`config.mk`:
```
export PLATFORM = sky130hd
export DESIGN_NAME = master_port
export DESIGN_NICKNAME = d
export VERILOG_FILES = /design/src/rtl/master_port.sv
export SDC_FILE = /design/constraint.sdc
export NUM_CORES = 1
export LEC_CHECK = 0
export CAP_MARGIN = 20
export CORE_AREA = 2 2 77 72
export CTS_BUF_LIST = sky130_fd_sc_hd__clkbuf_8
export CTS_CLUSTER_DIAMETER = 150
export DETAILED_ROUTE_END_ITERATION = 7
export DIE_AREA = 0 0 79 74
export GPL_ROUTABILITY_DRIVEN = 0
export GPL_TIMING_DRIVEN = 0
export HOLD_SLACK_MARGIN = 0.1
export PLACE_DENSITY = 0.84
export SLEW_MARGIN = 20
export SYNTH_ARGS = -nofsm -noshare
export SYNTH_HDL_FRONTEND = slang
export SYNTH_SLANG_ARGS = --single-unit
```
`constraint.sdc`:
```
create_clock -name clk_i -period 1.8 [get_ports clk_i]
set_clock_uncertainty 0.15 [all_clocks]
set_input_delay 0.27 -clock clk_i [delete_from_list [all_inputs] [get_ports clk_i]]
set_output_delay 0.27 -clock clk_i [all_outputs]
set_load 0.02 [all_outputs]
```
`src/rtl/master_port.sv`:
```
// master_port: serial-bus master port; requests the bus, shifts address and write data out LSB-first,
// and reassembles LSB-first serial read data. Define MASTER_PORT_TIMEOUT_EN for the read-wait timeout.
module master_port #(
    parameter int ADDR_WIDTH     = 12,
    parameter int DATA_WIDTH     = 8,
    parameter int TIMEOUT_CYCLES = 255
) (
    input  logic                  clk_i,
    input  logic                  rstn_i,
    input  logic                  dstart_i,
    input  logic                  dmode_i,
    input  logic [ADDR_WIDTH-1:0] daddr_i,
    input  logic [DATA_WIDTH-1:0] dwdata_i,
    output logic [DATA_WIDTH-1:0] drdata_o,
    output logic                  dready_o,
    output logic                  ddone_o,
    output logic                  derr_o,
    output logic                  mbreq_o,
    input  logic                  mbgrant_i,
    output logic                  mwdata_o,
    output logic                  mmode_o,
    output logic                  mvalid_o,
    input  logic                  srdata_i,
    input  logic                  svalid_i
);

    localparam int MAX_W = (ADDR_WIDTH > DATA_WIDTH) ? ADDR_WIDTH : DATA_WIDTH;
    localparam int CNT_W = $clog2(MAX_W) + 1;
    localparam logic [CNT_W-1:0] A_LAST = CNT_W'(ADDR_WIDTH - 1);
    localparam logic [CNT_W-1:0] D_LAST = CNT_W'(DATA_WIDTH - 1);
    localparam logic [CNT_W-1:0] R_LAST = CNT_W'(DATA_WIDTH - 2);

    typedef enum logic [2:0] {IDLE, REQ, ADDR, WDATA, RWAIT, RDATA, DONE} state_e;

    state_e                state_q;
    logic                  mode_q;
    logic [ADDR_WIDTH-1:0] addr_q;
    logic [DATA_WIDTH-1:0] wdata_q;
    logic [DATA_WIDTH-1:0] rd_q;
    logic [DATA_WIDTH-1:0] rd_d;
    logic [CNT_W-1:0]      cnt_q;
    logic [DATA_WIDTH-1:0] drdata_q;
    logic                  dready_q;
    logic                  ddone_q;
    logic                  derr_q;
    logic                  mbreq_q;
    logic                  mwdata_q;
    logic                  mmode_q;
    logic                  mvalid_q;

`ifdef MASTER_PORT_TIMEOUT_EN
    localparam int WAIT_W = $clog2(TIMEOUT_CYCLES + 1);
    localparam logic [WAIT_W-1:0] WAIT_LAST = WAIT_W'(TIMEOUT_CYCLES - 1);
    logic [WAIT_W-1:0] wait_q;
`else
    // The timeout limit is only consulted when the wait counter is compiled in.
    if (TIMEOUT_CYCLES < 1) begin : g_timeout_unused
    end
`endif

    // Bits arrive LSB-first, so shifting in from the top aligns the word after DATA_WIDTH captures.
    always_comb begin
        rd_d = {srdata_i, rd_q[DATA_WIDTH-1:1]};
    end

    always_ff @(posedge clk_i) begin
        if (!rstn_i) begin
            state_q  <= IDLE;
            mode_q   <= 1'b0;
            addr_q   <= '0;
            wdata_q  <= '0;
            rd_q     <= '0;
            cnt_q    <= '0;
            drdata_q <= '0;
            dready_q <= 1'b1;
            ddone_q  <= 1'b0;
            derr_q   <= 1'b0;
            mbreq_q  <= 1'b0;
            mwdata_q <= 1'b0;
            mmode_q  <= 1'b0;
            mvalid_q <= 1'b0;
`ifdef MASTER_PORT_TIMEOUT_EN
            wait_q   <= '0;
`endif
        end else begin
            ddone_q <= 1'b0;
            derr_q  <= 1'b0;
            case (state_q)
                IDLE: begin
                    if (dstart_i) begin
                        mode_q   <= dmode_i;
                        addr_q   <= daddr_i;
                        wdata_q  <= dwdata_i;
                        dready_q <= 1'b0;
                        mbreq_q  <= 1'b1;
                        state_q  <= REQ;
                    end
                end
                REQ: begin
                    if (mbgrant_i) begin
                        state_q  <= ADDR;
                        mvalid_q <= 1'b1;
                        mmode_q  <= mode_q;
                        mwdata_q <= addr_q[0];
                        addr_q   <= addr_q >> 1;
                        cnt_q    <= '0;
                    end
                end
                ADDR: begin
                    if (cnt_q == A_LAST) begin
                        cnt_q <= '0;
                        if (mode_q) begin
                            state_q  <= WDATA;
                            mwdata_q <= wdata_q[0];
                            wdata_q  <= wdata_q >> 1;
                        end else begin
                            state_q  <= RWAIT;
                            mvalid_q <= 1'b0;
                            mwdata_q <= 1'b0;
                            mmode_q  <= 1'b0;
                        end
                    end else begin
                        cnt_q    <= cnt_q + CNT_W'(1);
                        mwdata_q <= addr_q[0];
                        addr_q   <= addr_q >> 1;
                    end
                end
                WDATA: begin
                    if (cnt_q == D_LAST) begin
                        cnt_q    <= '0;
                        state_q  <= DONE;
                        mvalid_q <= 1'b0;
                        mwdata_q <= 1'b0;
                        mmode_q  <= 1'b0;
                        mbreq_q  <= 1'b0;
                        ddone_q  <= 1'b1;
                    end else begin
                        cnt_q    <= cnt_q + CNT_W'(1);
                        mwdata_q <= wdata_q[0];
                        wdata_q  <= wdata_q >> 1;
                    end
                end
                RWAIT: begin
                    if (svalid_i) begin
                        rd_q  <= rd_d;
                        cnt_q <= '0;
`ifdef MASTER_PORT_TIMEOUT_EN
                        wait_q <= '0;
`endif
                        if (DATA_WIDTH == 1) begin
                            state_q  <= DONE;
                            ddone_q  <= 1'b1;
                            mbreq_q  <= 1'b0;
                            drdata_q <= rd_d;
                        end else begin
                            state_q <= RDATA;
                        end
                    end
`ifdef MASTER_PORT_TIMEOUT_EN
                    else if (wait_q == WAIT_LAST) begin
                        wait_q  <= '0;
                        state_q <= DONE;
                        ddone_q <= 1'b1;
                        derr_q  <= 1'b1;
                        mbreq_q <= 1'b0;
                    end else begin
                        wait_q <= wait_q + WAIT_W'(1);
                    end
`endif
                end
                RDATA: begin
                    // cnt_q counts captures after the first bit taken in RWAIT.
                    if (svalid_i) begin
                        rd_q <= rd_d;
`ifdef MASTER_PORT_TIMEOUT_EN
                        wait_q <= '0;
`endif
                        if (cnt_q == R_LAST) begin
                            cnt_q    <= '0;
                            state_q  <= DONE;
                            ddone_q  <= 1'b1;
                            mbreq_q  <= 1'b0;
                            drdata_q <= rd_d;
                        end else begin
                            cnt_q <= cnt_q + CNT_W'(1);
                        end
                    end
`ifdef MASTER_PORT_TIMEOUT_EN
                    else if (wait_q == WAIT_LAST) begin
                        wait_q  <= '0;
                        cnt_q   <= '0;
                        state_q <= DONE;
                        ddone_q <= 1'b1;
                        derr_q  <= 1'b1;
                        mbreq_q <= 1'b0;
                    end else begin
                        wait_q <= wait_q + WAIT_W'(1);
                    end
`endif
                end
                DONE: begin
                    state_q  <= IDLE;
                    dready_q <= 1'b1;
                end
                default: state_q <= IDLE;
            endcase
        end
    end

    assign drdata_o = drdata_q;
    assign dready_o = dready_q;
    assign ddone_o  = ddone_q;
    assign derr_o   = derr_q;
    assign mbreq_o  = mbreq_q;
    assign mwdata_o = mwdata_q;
    assign mmode_o  = mmode_q;
    assign mvalid_o = mvalid_q;

endmodule

```
==> summary.md <==
| Metric | Value |
|---|---|
| Max_slew headroom | `around 64%` |
| Top-level I/O count | `42` |
| Wirelength per Cell | `15.3 µm` |
| Hold depth | `2` |
| R2R Path End | `cnt_q[3]$_SDFFE_PN0P_` |
| DPL Wire Length | `3.79 mm` |
| Worst VDD drop | `about 440 µV` |
| Core Rows | `25` |
| Tightest Pin Transition | `between 0.5 and 0.6 ns` |
| Largest net degree at the start of global routing | `15` |
| First-pass GRT wire length | `a little over 9 mm` |
| Worst hold endpoint | `rd_q[1]$_SDFFE_PN0P_` |
| Sequential-to-total area share from yosys stat | `~42%` |
| Switching power | `0.858 mW` |
| GR Util All Layers | `about a fifth` |
| Buffers on Ports | `40` |
| Setup Slack @ Placement | `-0.393 ns` |
| Count of cell types in the netlist | `49` |
| Required time worst endpoint | `1.82 ns` |
| Clock Path Buffers | `2` |
| Internal power | `between 2 and 2.5 mW` |
| Flop pwr share | `between 40% and 50%` |
| Number of flops mapped to enable cells by yosys | `0` |
| Clock sink total | `50` |
| Final worst path period need | `1.80 ns` |
| Ys Warns | `0` |
| # fillers | `416` |
| DRT antenna net count | `0` |
| Drt first pass iters | `4` |
| Slowest Stage Delay on Critical Path | `approximately 0.43 ns` |
| Die W | `just under 80 µm` |
| DRT iter0 DRCs | `around 190` |
| Critical Path End Type | `flip-flop` |
| H-tree lvl count | `2` |
| Detailed-route via count | `~2200` |
| Max_cap viols | `0` |
| Synthesis-to-layout area growth | `35.9%` |
| Clk root buf | `clkbuf_8` |
| Vias per cell | `5.66` |
| Crit path cell chain | `buf_4 > or3b_4 > a21oi_4 > o22a_1 > nand3b_1 > a31oi_1` |
| Crit-path slowest cell | `or3b_4` |
| Arrival @ worst endpoint | `between 1.5 and 2 ns` |
| Die height | `around 74 µm` |
| Fin area | `~0.0032 mm²` |
| Post-cts hold buffer count | `0` |
| DP Area | `~0.0029 mm²` |
| R2r setup slk | `-0.004 ns` |
| Cell taking the most area after synthesis | `dfxtp_1` |
| Yosys reg bits | `50` |
| Final Cycle Share | `100%` |
| Failing checks | `negative setup slack` |
| Clock share of power | `26.4%` |
| Synth Instances | `around 270` |
| Synth area leaders | `dfxtp_1 (42%), mux2i_1 (9.7%), a21oi_1 (4.8%)` |
| Share of layout cells above drive strength 1 | `approximately 22%` |
| Worst hold start | `rd_q[1]$_SDFFE_PN0P_` |
| WS Path Type | `flip-flop to flip-flop` |
| Hold Crit Class | `flip-flop to flip-flop` |
| Syn_nets | `296` |
| DIE AREA | `0.00585 mm²` |
| Initial Util | `around 47%` |
| Max Fclk | `between 0.5 and 0.6 GHz` |
| Ant. Diodes | `0` |
| Final Hold Viols | `0` |
| Final setup vio count | `1` |
| RSZ-0062 raised after global routing | `true` |
| Post-synth top area share | `between 40% and 50%` |
| Initial antenna violation count | `0` |
| TNS Setup | `-0.00409 ns` |
| CTS buffer count | `5` |
| Outcome | `finished with violations` |
| Ys async rst share | `0%` |
| Synthesized cell area | `around 0.0024 mm²` |
| R2r startpoint | `cnt_q[2]$_SDFFE_PN0P_` |
| CP startpoint kind | `flip-flop` |
| Gate power share | `28.9%` |
| Vias in the first global route | `1977` |
| Drt total wl | `between 5 and 6 mm` |
| Cell Pwr Density | `around 900 mW/mm²` |
| DRC | `0` |
| CTS tree | `built` |
| Nets | `~350` |
| FF-to-FF path depth | `6` |
| Switching Fraction | `29.9%` |
| Grt total ovfl | `0` |
| Skew-Pair Late Insertion Delay | `~0.31 ns` |
| Syn avg cell area | `~9 µm²` |
| Static Leak | `1.22 nW` |
| Top_reg_cell synth | `dfxtp_1` |
| Finished Core Util | `between 60 and 70%` |
| Power Total | `approximately 2.9 mW` |
| Post-route worst setup slack | `-0.00409 ns` |
| Max Slew Vio Count | `0` |
| Peak fanout along the critical path | `9` |
| CTS clk-pin slew, worst paths | `roughly 0.09 ns` |
| Core Area | `around 0.0051 mm²` |
[synth_stat cells, drive strengths merged (2+ instances only)]
cell type / count
buf: 11
nand3: 6
a21boi: 2
dfxtp: 50
and2b: 2
a31oi: 3
inv: 8
nand2: 27
nor2b: 3
o21ai: 10
ha: 2
a211oi: 12
nand3b: 3
o221a: 7
o21a: 10
or3: 3
clkbuf: 6
o22ai: 4
nor2: 30
o31ai: 2
a21oi: 24
mux2i: 23
[final cells by class]
class	instances	area, µm²	share of cell area, %
plain buffers	17	131	4.07
clock buffers	8	110	3.41
inverters	9	33.8	1.05
multi-input cells	191	1380	42.9
flip-flops and latches	50	1010	31.3
well taps	67	83.8	2.60
repair buffers	49	472	14.6
[power by group through the flow]
stage          Sequential, mW  Combinational [mW]  Clock [mW]
6_report                 1.28               0.828       0.756
5_1_grt                  1.29               0.894       0.813
4_1_cts                  1.27               0.724       0.769
3_5_place_dp             1.30               0.664           0
3_3_place_gp             1.29               0.648           0
2_1_floorplan            1.30               0.458           0
[kinds of logic after synthesis]
family / count (synthesis) / synth area share (%)
AO/OA/AOI/OAI: 80 / 23.2
multiplexers: 23 / 9.70
other: 1 / 0.158
AND/OR/NAND/NOR: 84 / 17.7
adder cells (fa/ha/maj): 2 / 1.05
flip-flops: 50 / 42.2
buffers and inverters: 26 / 5.69
XOR/XNOR: 1 / 0.369
[worst max path at each step]
| stage | start | endpoint | slack, ns | cells after the start |
|---|---|---|---|---|
| after global placement | rstn_i | mode_q$_SDFFE_PN0P_ | -0.33 | 5 |
| after detailed placement | rstn_i | state_q[1]$_SDFFE_PN0P_ | -0.39 | 5 |
| after CTS | cnt_q[2]$_SDFFE_PN0P_ | cnt_q[3]$_SDFFE_PN0P_ | 0.002 | 6 |
| final | cnt_q[2]$_SDFFE_PN0P_ | cnt_q[3]$_SDFFE_PN0P_ | -0.004 | 6 |
| after floorplan | cnt_q[0]$_SDFFE_PN0P_ | addr_q[0]$_SDFFE_PN0P_ | 0.02 | 6 |
| after global routing | cnt_q[3]$_SDFFE_PN0P_ | cnt_q[3]$_SDFFE_PN0P_ | -0.08 | 5 |
[routing by layer]
layer	part of all wire, %	GRT usage (%)	up-vias	routed length (µm)
met5	0	0	-	0
met4	2.5	7.28	0	152
met3	7.0	3.88	17	422
met2	48	32.2	83	2880
met1	42	27.4	1041	2540
li1	-	-	1074	-
[placed cells by master (no fill, tap or decap), drive strengths merged, types with 4 or more instances in the layout]
cell type      netlist  layout
a211oi              12      12
mux2i               23      23
clkdlybuf4s50        0      40
o221a                7       7
clkbuf               6      14
nand2               27      27
buf                 11      20
nand3                6       6
o21a                10      10
o22ai                4       4
a21oi               24      24
dfxtp               50      50
inv                  8       8
o21ai               10      10
nor2                30      30
[critical path, delay by kind of cell, from the launching register on]
| family | cells | cell delay [ns] |
|---|---|---|
| AO/OA/AOI/OAI | 3 | 0.47 |
| buffers and inverters | 1 | 0.17 |
| flip-flops | 1 | 0.32 |
| AND/OR/NAND/NOR | 2 | 0.55 |
[timing repair]
action                     in CTS  in global routing
gates resized for setup        19                 37
pin swaps                       5                  7
buffers inserted                3                  4
cloned                          0                  2
setup endpoints to repair      29                 34
[registers in the layout (all words and copies together) (netlist names)]
signal    flops
wdata_q       8
mmode_o       1
addr_q       12
mvalid_o      1
drdata_o      8
mwdata_o      1
rd_q          7
dready_o      1
mbreq_o       1
cnt_q         5
state_q       3
ddone_o       1
mode_q        1
[through the flow]
step                      hold WS (ns)  instances
after floorplan                  0.256        267
final                            0.318        391
after CTS                        0.325        385
after detailed placement         0.305        374
after global routing             0.349        391
after global placement           0.296        374
Power figures use the tool's default switching activity.
